--- src/rtl/sha256_stream_feeder_if.sv ---
// ---------------------------------------------------------------------------
// sha256_stream_feeder_if
//
// Bundles every non-clock/non-reset signal of the SHA-256 stream feeder.
//
//   Host byte-write port : wr_en, wr_addr[5:0], wr_data[7:0]
//   Command / status     : msg_len[6:0], start, busy, done, err, err_code[1:0]
//   Hash-core stream     : core_enable, core_data[7:0], core_data_valid,
//                          core_eof, core_ready, core_hash[255:0],
//                          core_hash_valid
//   Digest output        : dout[7:0], dout_valid, dout_last, dout_ready
//
// Modports:
//   slave  - the feeder itself (consumes host/core/downstream inputs,
//            produces the core stream, digest bytes and status).
//   master - the surrounding environment (host, hash core, downstream sink).
// ---------------------------------------------------------------------------
interface sha256_stream_feeder_if;
    // Host byte writes into the message buffer
    logic         wr_en;
    logic [5:0]   wr_addr;
    logic [7:0]   wr_data;

    // Command and status
    logic [6:0]   msg_len;
    logic         start;
    logic         busy;
    logic         done;
    logic         err;
    logic [1:0]   err_code;

    // Byte stream toward the hash core and digest coming back
    logic         core_enable;
    logic [7:0]   core_data;
    logic         core_data_valid;
    logic         core_eof;
    logic         core_ready;
    logic [255:0] core_hash;
    logic         core_hash_valid;

    // Serialized digest toward downstream
    logic [7:0]   dout;
    logic         dout_valid;
    logic         dout_last;
    logic         dout_ready;

    modport slave (
        input  wr_en, wr_addr, wr_data,
        input  msg_len, start,
        output busy, done, err, err_code,
        output core_enable, core_data, core_data_valid, core_eof,
        input  core_ready, core_hash, core_hash_valid,
        output dout, dout_valid, dout_last,
        input  dout_ready
    );

    modport master (
        output wr_en, wr_addr, wr_data,
        output msg_len, start,
        input  busy, done, err, err_code,
        input  core_enable, core_data, core_data_valid, core_eof,
        output core_ready, core_hash, core_hash_valid,
        input  dout, dout_valid, dout_last,
        output dout_ready
    );
endinterface

--- src/rtl/sha256_stream_feeder.sv ---
// ---------------------------------------------------------------------------
// sha256_stream_feeder
//
// Buffers a short message written byte-by-byte by a host, streams it into a
// SHA-256 core (preceded by a throw-away wake byte and followed by an EOF
// marker), waits for the digest and serializes it MSB-first as 32 bytes on a
// valid/ready output.
//
// Parameters:
//   MAX_BYTES - message buffer depth in bytes (at most 64, the wr_addr range)
//   TIMEOUT   - cycles allowed in WAIT_HASH before a timeout error (<= 65535)
//
// Ports:
//   clk  - rising-edge clock
//   rst  - synchronous active-high reset
//   bus  - sha256_stream_feeder_if.slave, see the interface for the list
//
// Error codes on err_code (valid only while err pulses):
//   2'b01 - requested length larger than MAX_BYTES
//   2'b10 - no digest within TIMEOUT cycles
// ---------------------------------------------------------------------------
module sha256_stream_feeder #(
    parameter int MAX_BYTES = 64,
    parameter int TIMEOUT   = 20000
) (
    input  logic                   clk,
    input  logic                   rst,
    sha256_stream_feeder_if.slave  bus
);

    localparam logic [1:0]  ERR_LEN      = 2'b01;
    localparam logic [1:0]  ERR_TIMEOUT  = 2'b10;
    localparam logic [6:0]  LEN_MAX      = 7'(MAX_BYTES);
    localparam logic [15:0] TIMEOUT_LAST = 16'(TIMEOUT - 1);
    localparam logic [6:0]  LAST_BYTE    = 7'd31;

    typedef enum logic [2:0] {
        IDLE,
        WAIT_RDY,
        WAKE,
        SEND,
        EOF,
        WAIT_HASH,
        EMIT
    } state_t;

    // -----------------------------------------------------------------------
    // State and datapath registers
    // -----------------------------------------------------------------------
    state_t        state_q,    state_d;
    logic [6:0]    len_q,      len_d;
    logic [6:0]    idx_q,      idx_d;      // byte index for SEND and EMIT
    logic [15:0]   timer_q,    timer_d;    // cycles spent in WAIT_HASH
    logic [255:0]  hash_q,     hash_d;
    logic          done_q,     done_d;
    logic          err_q,      err_d;
    logic [1:0]    err_code_q, err_code_d;

    // -----------------------------------------------------------------------
    // Message buffer: block RAM with a registered read port. Because the
    // read data lags the address by one cycle, the address is always one
    // byte ahead of what SEND is currently driving (byte 0 is fetched while
    // in WAKE). Contents survive reset on purpose.
    // -----------------------------------------------------------------------
    logic [7:0]    mem [MAX_BYTES];
    logic [7:0]    rd_data_q;
    logic [5:0]    rd_addr;
    logic          mem_we;

    assign mem_we = bus.wr_en && (state_q == IDLE);

    always_ff @(posedge clk) begin
        if (mem_we) begin
            mem[bus.wr_addr] <= bus.wr_data;
        end
        rd_data_q <= mem[rd_addr];
    end

    // -----------------------------------------------------------------------
    // Digest byte view: byte 0 is the most significant byte of the hash.
    // -----------------------------------------------------------------------
    logic [7:0]    hash_byte [32];

    for (genvar gi = 0; gi < 32; gi++) begin : g_hash_bytes
        assign hash_byte[gi] = hash_q[255 - 8*gi -: 8];
    end

    // -----------------------------------------------------------------------
    // Next-state logic
    // -----------------------------------------------------------------------
    always_comb begin
        state_d    = state_q;
        len_d      = len_q;
        idx_d      = idx_q;
        timer_d    = timer_q;
        hash_d     = hash_q;
        done_d     = 1'b0;
        err_d      = 1'b0;
        err_code_d = 2'b00;
        rd_addr    = 6'd0;

        unique case (state_q)
            IDLE: begin
                if (bus.start) begin
                    if (bus.msg_len > LEN_MAX) begin
                        err_d      = 1'b1;
                        err_code_d = ERR_LEN;
                    end else begin
                        len_d   = bus.msg_len;
                        state_d = WAIT_RDY;
                    end
                end
            end

            WAIT_RDY: begin
                if (bus.core_ready) begin
                    state_d = WAKE;
                end
            end

            WAKE: begin
                // Prefetch byte 0 so it is on rd_data_q in the first SEND cycle.
                rd_addr = 6'd0;
                idx_d   = 7'd0;
                state_d = (len_q == 7'd0) ? EOF : SEND;
            end

            SEND: begin
                // Fetch the following byte; past the end the value is unused.
                rd_addr = idx_q[5:0] + 6'd1;
                if (idx_q == len_q - 7'd1) begin
                    state_d = EOF;
                end else begin
                    idx_d = idx_q + 7'd1;
                end
            end

            EOF: begin
                timer_d = 16'd0;
                state_d = WAIT_HASH;
            end

            WAIT_HASH: begin
                // A digest arriving on the final allowed cycle still wins.
                if (bus.core_hash_valid) begin
                    hash_d  = bus.core_hash;
                    idx_d   = 7'd0;
                    state_d = EMIT;
                end else if (timer_q == TIMEOUT_LAST) begin
                    err_d      = 1'b1;
                    err_code_d = ERR_TIMEOUT;
                    state_d    = IDLE;
                end else begin
                    timer_d = timer_q + 16'd1;
                end
            end

            EMIT: begin
                // dout_valid is always high here, so ready alone means accepted.
                if (bus.dout_ready) begin
                    if (idx_q == LAST_BYTE) begin
                        done_d  = 1'b1;
                        state_d = IDLE;
                    end else begin
                        idx_d = idx_q + 7'd1;
                    end
                end
            end

            default: begin
                state_d = IDLE;
            end
        endcase
    end

    // -----------------------------------------------------------------------
    // State register
    // -----------------------------------------------------------------------
    always_ff @(posedge clk) begin
        if (rst) begin
            state_q    <= IDLE;
            len_q      <= 7'd0;
            idx_q      <= 7'd0;
            timer_q    <= 16'd0;
            hash_q     <= '0;
            done_q     <= 1'b0;
            err_q      <= 1'b0;
            err_code_q <= 2'b00;
        end else begin
            state_q    <= state_d;
            len_q      <= len_d;
            idx_q      <= idx_d;
            timer_q    <= timer_d;
            hash_q     <= hash_d;
            done_q     <= done_d;
            err_q      <= err_d;
            err_code_q <= err_code_d;
        end
    end

    // -----------------------------------------------------------------------
    // Outputs, decoded from the registered state so reset forces them low.
    // -----------------------------------------------------------------------
    logic in_send;
    logic in_emit;

    assign in_send = (state_q == SEND);
    assign in_emit = (state_q == EMIT);

    assign bus.busy            = (state_q != IDLE);
    assign bus.core_enable     = (state_q == WAKE) || in_send ||
                                 (state_q == EOF)  || (state_q == WAIT_HASH);
    assign bus.core_data_valid = (state_q == WAKE) || in_send;
    assign bus.core_data       = in_send ? rd_data_q : 8'h00;
    assign bus.core_eof        = (state_q == EOF);

    assign bus.dout_valid      = in_emit;
    assign bus.dout            = in_emit ? hash_byte[idx_q[4:0]] : 8'h00;
    assign bus.dout_last       = in_emit && (idx_q == LAST_BYTE);

    assign bus.done            = done_q;
    assign bus.err             = err_q;
    assign bus.err_code        = err_code_q;

endmodule

--- src/flat_wrapper.sv ---
// flat-port wrapper written by rule: the top's interface ports become plain ports
module sha256_stream_feeder_flat 
#(
    parameter int MAX_BYTES = 64,
    parameter int TIMEOUT   = 20000
)
  (clk, rst, bus_wr_en, bus_wr_addr, bus_wr_data, bus_msg_len, bus_start, bus_busy, bus_done, bus_err, bus_err_code, bus_core_enable, bus_core_data, bus_core_data_valid, bus_core_eof, bus_core_ready, bus_core_hash, bus_core_hash_valid, bus_dout, bus_dout_valid, bus_dout_last, bus_dout_ready);
  sha256_stream_feeder_if bus_i ();
  input  logic clk;
  input  logic rst;
  input wire logic [$bits(bus_i.wr_en)-1:0] bus_wr_en;
  input wire logic [$bits(bus_i.wr_addr)-1:0] bus_wr_addr;
  input wire logic [$bits(bus_i.wr_data)-1:0] bus_wr_data;
  input wire logic [$bits(bus_i.msg_len)-1:0] bus_msg_len;
  input wire logic [$bits(bus_i.start)-1:0] bus_start;
  output wire logic [$bits(bus_i.busy)-1:0] bus_busy;
  output wire logic [$bits(bus_i.done)-1:0] bus_done;
  output wire logic [$bits(bus_i.err)-1:0] bus_err;
  output wire logic [$bits(bus_i.err_code)-1:0] bus_err_code;
  output wire logic [$bits(bus_i.core_enable)-1:0] bus_core_enable;
  output wire logic [$bits(bus_i.core_data)-1:0] bus_core_data;
  output wire logic [$bits(bus_i.core_data_valid)-1:0] bus_core_data_valid;
  output wire logic [$bits(bus_i.core_eof)-1:0] bus_core_eof;
  input wire logic [$bits(bus_i.core_ready)-1:0] bus_core_ready;
  input wire logic [$bits(bus_i.core_hash)-1:0] bus_core_hash;
  input wire logic [$bits(bus_i.core_hash_valid)-1:0] bus_core_hash_valid;
  output wire logic [$bits(bus_i.dout)-1:0] bus_dout;
  output wire logic [$bits(bus_i.dout_valid)-1:0] bus_dout_valid;
  output wire logic [$bits(bus_i.dout_last)-1:0] bus_dout_last;
  input wire logic [$bits(bus_i.dout_ready)-1:0] bus_dout_ready;
  assign bus_i.wr_en = bus_wr_en;
  assign bus_i.wr_addr = bus_wr_addr;
  assign bus_i.wr_data = bus_wr_data;
  assign bus_i.msg_len = bus_msg_len;
  assign bus_i.start = bus_start;
  assign bus_busy = bus_i.busy;
  assign bus_done = bus_i.done;
  assign bus_err = bus_i.err;
  assign bus_err_code = bus_i.err_code;
  assign bus_core_enable = bus_i.core_enable;
  assign bus_core_data = bus_i.core_data;
  assign bus_core_data_valid = bus_i.core_data_valid;
  assign bus_core_eof = bus_i.core_eof;
  assign bus_i.core_ready = bus_core_ready;
  assign bus_i.core_hash = bus_core_hash;
  assign bus_i.core_hash_valid = bus_core_hash_valid;
  assign bus_dout = bus_i.dout;
  assign bus_dout_valid = bus_i.dout_valid;
  assign bus_dout_last = bus_i.dout_last;
  assign bus_i.dout_ready = bus_dout_ready;
  sha256_stream_feeder #(.MAX_BYTES(MAX_BYTES), .TIMEOUT(TIMEOUT)) u_core (.clk(clk), .rst(rst), .bus(bus_i));
endmodule
--- config.mk ---
export PLATFORM = sky130hd
export DESIGN_NAME = sha256_stream_feeder_flat
export DESIGN_NICKNAME = d
export VERILOG_FILES = /design/src/rtl/sha256_stream_feeder_if.sv /design/src/rtl/sha256_stream_feeder.sv /design/src/flat_wrapper.sv
export SDC_FILE = /design/constraint.sdc
export NUM_CORES = 1
export LEC_CHECK = 0
export BUFFER_PORTS_ARGS = -buffer_cell sky130_fd_sc_hd__buf_2
export CORE_MARGIN = 2
export CORE_UTILIZATION = 29
export CTS_CLUSTER_DIAMETER = 100
export CTS_CLUSTER_SIZE = 16
export DETAILED_ROUTE_END_ITERATION = 7
export PLACE_DENSITY = 0.48
export SKIP_LAST_GASP = 1
export SYNTH_ARGS = -nofsm -noshare
export SYNTH_HDL_FRONTEND = slang
export SYNTH_SLANG_ARGS = --single-unit
--- constraint.sdc ---
create_clock -name clk -period 6.15 [get_ports clk]
set_input_delay 0.3075 -clock clk [delete_from_list [all_inputs] [get_ports clk]]
set_output_delay 0.3075 -clock clk [all_outputs]
set_load 0.02 [all_outputs]
# ---- Word level (Yosys, flattened, before mapping)
# Memories as Yosys holds them, arrays and structs flattened. A register that Yosys moved wholly into a read port is not among the register bits.
# Index checks and enable logic that the tools add are counted.
dict set report classes {
  magnitude_cmp 2
  add_sub_neg 4
  n_bitwise 4
  multipliers 0
  n_reduce_logical 16
  shift 0
  n_eq_ne 21
  mux 37
  n_div 0
}
# op count
set ops {}
lappend ops {{binary-select mux 8 bit (select 5 bit)} 1}
lappend ops {{two-way mux 16 bit} 2}
lappend ops {{two-way mux 8 bit} 4}
lappend ops {{one-hot mux 16 bit (2 select lines)} 1}
lappend ops {{two-way mux 7 bit} 4}
lappend ops {{one-hot mux 7 bit (4 select lines)} 1}
lappend ops {{two-way mux 3 bit} 9}
lappend ops {{inequality test 2 bit, second input constant} 11}
lappend ops {{one-hot mux 3 bit (7 select lines)} 1}
lappend ops {{adder 16 x 1 -> 16 bit, second input constant} 1}
lappend ops {{equality test 16 x 15 -> 1 bit, second input constant} 1}
lappend ops {{equality test 3 bit, second input constant} 3}
lappend ops {{two-way mux 1 bit} 8}
lappend ops {{adder 7 x 1 -> 7 bit, second input constant} 1}
lappend ops {{equality test 7 x 5 -> 1 bit, second input constant} 1}
lappend ops {{equality test 7 bit} 1}
lappend ops {{greater-than comparator 7 bit, second input constant} 1}
lappend ops {{zero test 7 bit} 1}
lappend ops {{AND reduction 7 bit} 1}
lappend ops {{subtractor 7 x 1 -> 7 bit, second input constant} 1}
lappend ops {{adder 6 x 1 -> 6 bit, second input constant} 1}
lappend ops {{equality test 3 x 2 -> 1 bit, second input constant} 2}
lappend ops {{>= comparator 6 bit, second input constant} 1}
lappend ops {{two-way mux 2 bit} 3}
lappend ops {{other kinds (17)} 23}
dict set report totals {
  input_bits 284
  latch_bits 0
  register_bits 293
  mem_bits_ro 0
  memories 1
  output_inout_bits 26
  mem_bits_rw 512
}
# memory words word_bits read_ports rd_ports_with_merged_regs write_ports line_no
set memory_table {}
lappend memory_table {u_core.mem 64 8 1 1 1 sha256_stream_feeder.sv:65} ;# logic [7:0] mem [MAX_BYTES];

# ---- Depth between registers and ports, before layout
dict set report logic_depth {
  depth_word 5
  ltp_mapped 11
  ltp_nobuf 9
}

# ---- Worst setup path after synthesis
# No wires, ideal clock.
dict set report synth_path {
  path_type {register to output}
  startpoint {reg u_core.idx_q[0]}
  endpoint {out bus_dout[7]}
  arrival_ns 2.217
  path_stages_with_launch 7
  path_slack_ns 3.626
  path_cell_list {dfxtp_1 buf_4 clkbuf_1 mux4_2 mux4_2 nand2_1 a21oi_1}
}
dict set report synth_via {
  elab_chain_cells 5
}
# item line_no
set synth_rtl {}
lappend synth_rtl {{start: declaration} sha256_stream_feeder.sv:52} ;# logic [6:0] idx_q, idx_d;
lappend synth_rtl {{start signal: assignment} sha256_stream_feeder.sv:192} ;# idx_q <= idx_d;
lappend synth_rtl {{inverter 5 -> 6 bit (not written as such)} sha256_stream_feeder.sv:218} ;# assign bus.dout = in_emit ? hash_byte[idx_q[4:0]] : 8'h00;
lappend synth_rtl {{binary-select mux 8 bit (select 5 bit)} sha256_stream_feeder.sv:218}
lappend synth_rtl {{two-way mux 8 bit (not written as such) (2 in series)} sha256_stream_feeder.sv:218}
lappend synth_rtl {{two-way mux 8 bit} sha256_stream_feeder.sv:218}
lappend synth_rtl {{end: declaration} flat_wrapper.sv:27} ;# output wire logic [$bits(bus_i.dout)-1:0] bus_dout;
# Every way passes these cells. The select of a mux whose other input is x is not followed.

# ---- Worst setup path in the final report
dict set report layout_path {
  startpoint {reg u_core.idx_q[0]}
  endpoint {out bus_dout[5]}
}
# Same word-level chain as after synthesis.

==> summary.md <==
| Metric | Value |
|---|---|
| # DRC | 0 |
| Worst-Margin Slew | 1210 ps |
| Worst-case clock skew | 24.0 ps |
| Pwr Total | 10.8 mW |
| GPL Wtd Cong | 0.837 |
| Switch Pwr | 2.71 mW |
| CTS H-tree depth | 2 |
| Ys Warns | 0 |
| Leakage | 13.4 nW |
| Vias in the first global route | 24,800 |
| Maximum vdd drop | 0.214 mV |
| Number of enable flip-flop cells after synthesis | 512 |
| Xor-xnor portion of the synthesized cell area | 0.00797 |
| CTS Buf Count | 57 |
| Drt via density | 5.08 |
| DR vias | 24,700 |
| WL per Instance | 23.0 um |
| Clock Latency Late Sink | 650 ps |
| DIE HEIGHT | 345 um |
| Max Slew Vio Count | 0 |
| Initial Utilization | 0.291 |
| Top cells by area, synth | edfxtp_1 (46%), dfxtp_1 (18%), mux4_2 (7.5%) |
| Nets@finish | 3,584 |
| CP Capture Type | primary output |
| Clock share of power | 0.340 |
| F_max | 245 MHz |
| Pin count of the biggest net entering global routing | 191 |
| Hpwl dp | 69.7 mm |
| Final Worst Setup Slack | 2070 ps |
| Post-synth top area share | 0.455 |
| Compound-Gate Fraction of Synth Area | 0.103 |
| Fin Hold WS | 131 ps |
| Port Buffers | 309 |
| Cell Area, Placed | 36,800 um2 |
| Setup Crit Path Kind | flop to primary output |
| Yosys reg bits | 813 |
| Synth Area in Adders | 0.00222 |
| Most common cell after layout, fill and taps aside | nand2_1 |
| RSZ-0062 raised after global routing | false |
| Unique cell type count in the Yosys netlist | 90 |
| Sw frac | 0.250 |
| Final instance area | 41,100 um2 |
| Synthesis-to-finish area growth | 21.8% |
| Total global routing overflow | 0 |
| Synth Cell Area | 33,800 um2 |
| Total track usage | 0.183 |
| Pwr/cell area | 264 nW/um2 |
| Fraction of the mapped netlist area in simple logic gates | 0.124 |
| Die area | 119,000 um2 |
| Die width | 345 um |
| Final critical-path share of the clock period | 0.664 |
| Placeable Area | 116,000 um2 |
| Area leader, netlist | edfxtp_1 |
| Cells after Synth | 2,822 |
| Postcts setup bufs | 0 |
| ANT nets after route | 0 |
| Mux cell area share after synthesis | 0.0998 |
| Row count | 125 |
| Maximum Capacitance Violations | 0 |
| Combinational family with the most area after synthesis | simple AND/OR/NAND/NOR gates |
| Status | completed |
| Reg power frac | 0.553 |
| Root buffer cell | clkbuf_16 |
| Synth async-reset ratio | 0 |
| Starting DRT DRC Count | 2,140 |
| Most frequent cells in the layout | nand2_1 (658), edfxtp_1 (512), a21oi_1 (310), buf_2 (308), dfxtp_1 (298) |
| CTS tree | yes |
| Finish-stage setup viols | 0 |
| Synth Flop Type | edfxtp_1 |
| Ports | 310 |
| Post-synthesis sequential area ratio | 0.634 |
| Internal power | 8.13 mW |
| Final hold violation count | 0 |
| Worst rel slew slack | 0.191 |
| Post-layout min period | 4080 ps |
| Pre-CTS setup slack | 2200 ps |
| Post-CTS Resized | 0 |
| Clk buf depth | 3 |
| Worst Setup Start Kind | flop |
| Mapped Avg Cell Area | 12.0 um2 |
| Share of layout cells above drive strength 1 | 0.175 |
| DRT Wirelength | 112 mm |
| First-pass DRT Iterations | 5 |
| First-pass GRT wire length | 165 mm |
| Clock Sinks | 813 |
| Syn Nets | 3,112 |
| TNS Setup | 0 ps |
| Clock transition at path regs | 80 ps |
| Crit path DAT | 3770 ps |
| CP Data Required Time | 5840 ps |
| Initial antenna violation count | 15 |
| Gate power share | 0.107 |
| CP max FO | 87 |
| Hold Path Class | input port to flop |
layer usage:
metal | up-vias | wire [um] | global-route usage
met1 | 12400 | 50400 | 0.256
met3 | 194 | 5900 | 0.0256
met4 | 2 | 3470 | 0.0618
met2 | 812 | 52200 | 0.289
met5 | - | 13 | 0
li1 | 11300 | - | -
state kept, by name, summed over array words and instances (netlist names):
name,flops
u_core.bus.done,1
u_core.bus.err,1
u_core.bus.err_code,2
u_core.hash_byte,256
u_core.idx_q,7
u_core.len_q,7
u_core.mem,512
u_core.rd_data_q,8
u_core.state_q,3
u_core.timer_q,16
critical path: stages (launching register included):
cell     delay (ps)
dfxtp_4         840
buf_12          540
mux4_2          670
mux4_2          490
nand2_1         160
a21oi_1         110
buf_2           200
cells in the mapped netlist, types with 7 or more instances:
cell type  number
buf_1          17
a221oi_1       11
mux2_2         15
dfxtp_1       301
a211oi_1       26
xor2_1         11
mux2i_1        63
nor3_1         28
nor2b_1        17
mux4_2        112
or3_1          17
or2_2           7
and3_1         12
o22ai_1        38
a311oi_1       13
nand3_1        43
a31oi_1        19
inv_1          15
buf_4           8
nor2_1        147
o211ai_1       23
and2_1         11
o21ai_1         9
o21ai_0        39
clkbuf_1      113
buf_2          65
xnor2_1        16
o221ai_1       20
nand2_1       658
edfxtp_1      512
a21oi_1       310
repair_timing:
item                                    4_1_cts  5_1_grt
endpoints found under the setup margin        0        0
hold endpoints to repair                    266        0
hold buffers                                267        0
per-stage QoR:
step | util | std cells
after floorplan | - | 2822
after global placement | 0.317 | 4492
after detailed placement | 0.317 | 4492
after CTS | 0.355 | 4854
after global routing | 0.355 | 4868
final | 0.355 | 4868
power by group through the flow:
stage / logic (mW) / registers, mW / clock network [mW]
after detailed placement: 1.02 / 6.12 / 0
final: 1.16 / 6.00 / 3.68
after CTS: 1.16 / 5.99 / 3.80
after floorplan: 0.656 / 6.06 / 0
after global placement: 1.02 / 6.12 / 0
after global routing: 1.26 / 6.01 / 3.97
layout make-up:
type / count / area, um2
antenna: 14 / 35.0
clock buffer: 91 / 1600
clock inverter: 4 / 32.5
fill: 11400 / 74800
inverter: 18 / 67.6
multi-input combinational: 1783 / 11400
sequential: 813 / 21400
tap: 1524 / 1910
timing repair buffer: 621 / 4650
final timing paths:
check	from	end	slack [ps]	cells after the start
max reg2reg	u_core.state_q[1]	u_core.mem[22][6]	2220	5
max	u_core.idx_q[0]	bus_dout[5]	2070	6
min	rst	u_core.timer_q[0]	130	2
min reg2reg	u_core.hash_byte[63]	u_core.hash_byte[63]	450	2
kinds of logic after synthesis:
logic type,count (synthesis)
and+or+nand+nor,983
DFF,813
AOI/OAI and AO/OA,571
buffers and inverters,226
muxes,194
xor gates and xnor gates,29
adders and majority gates,6
Power figures use the tool's default switching activity.
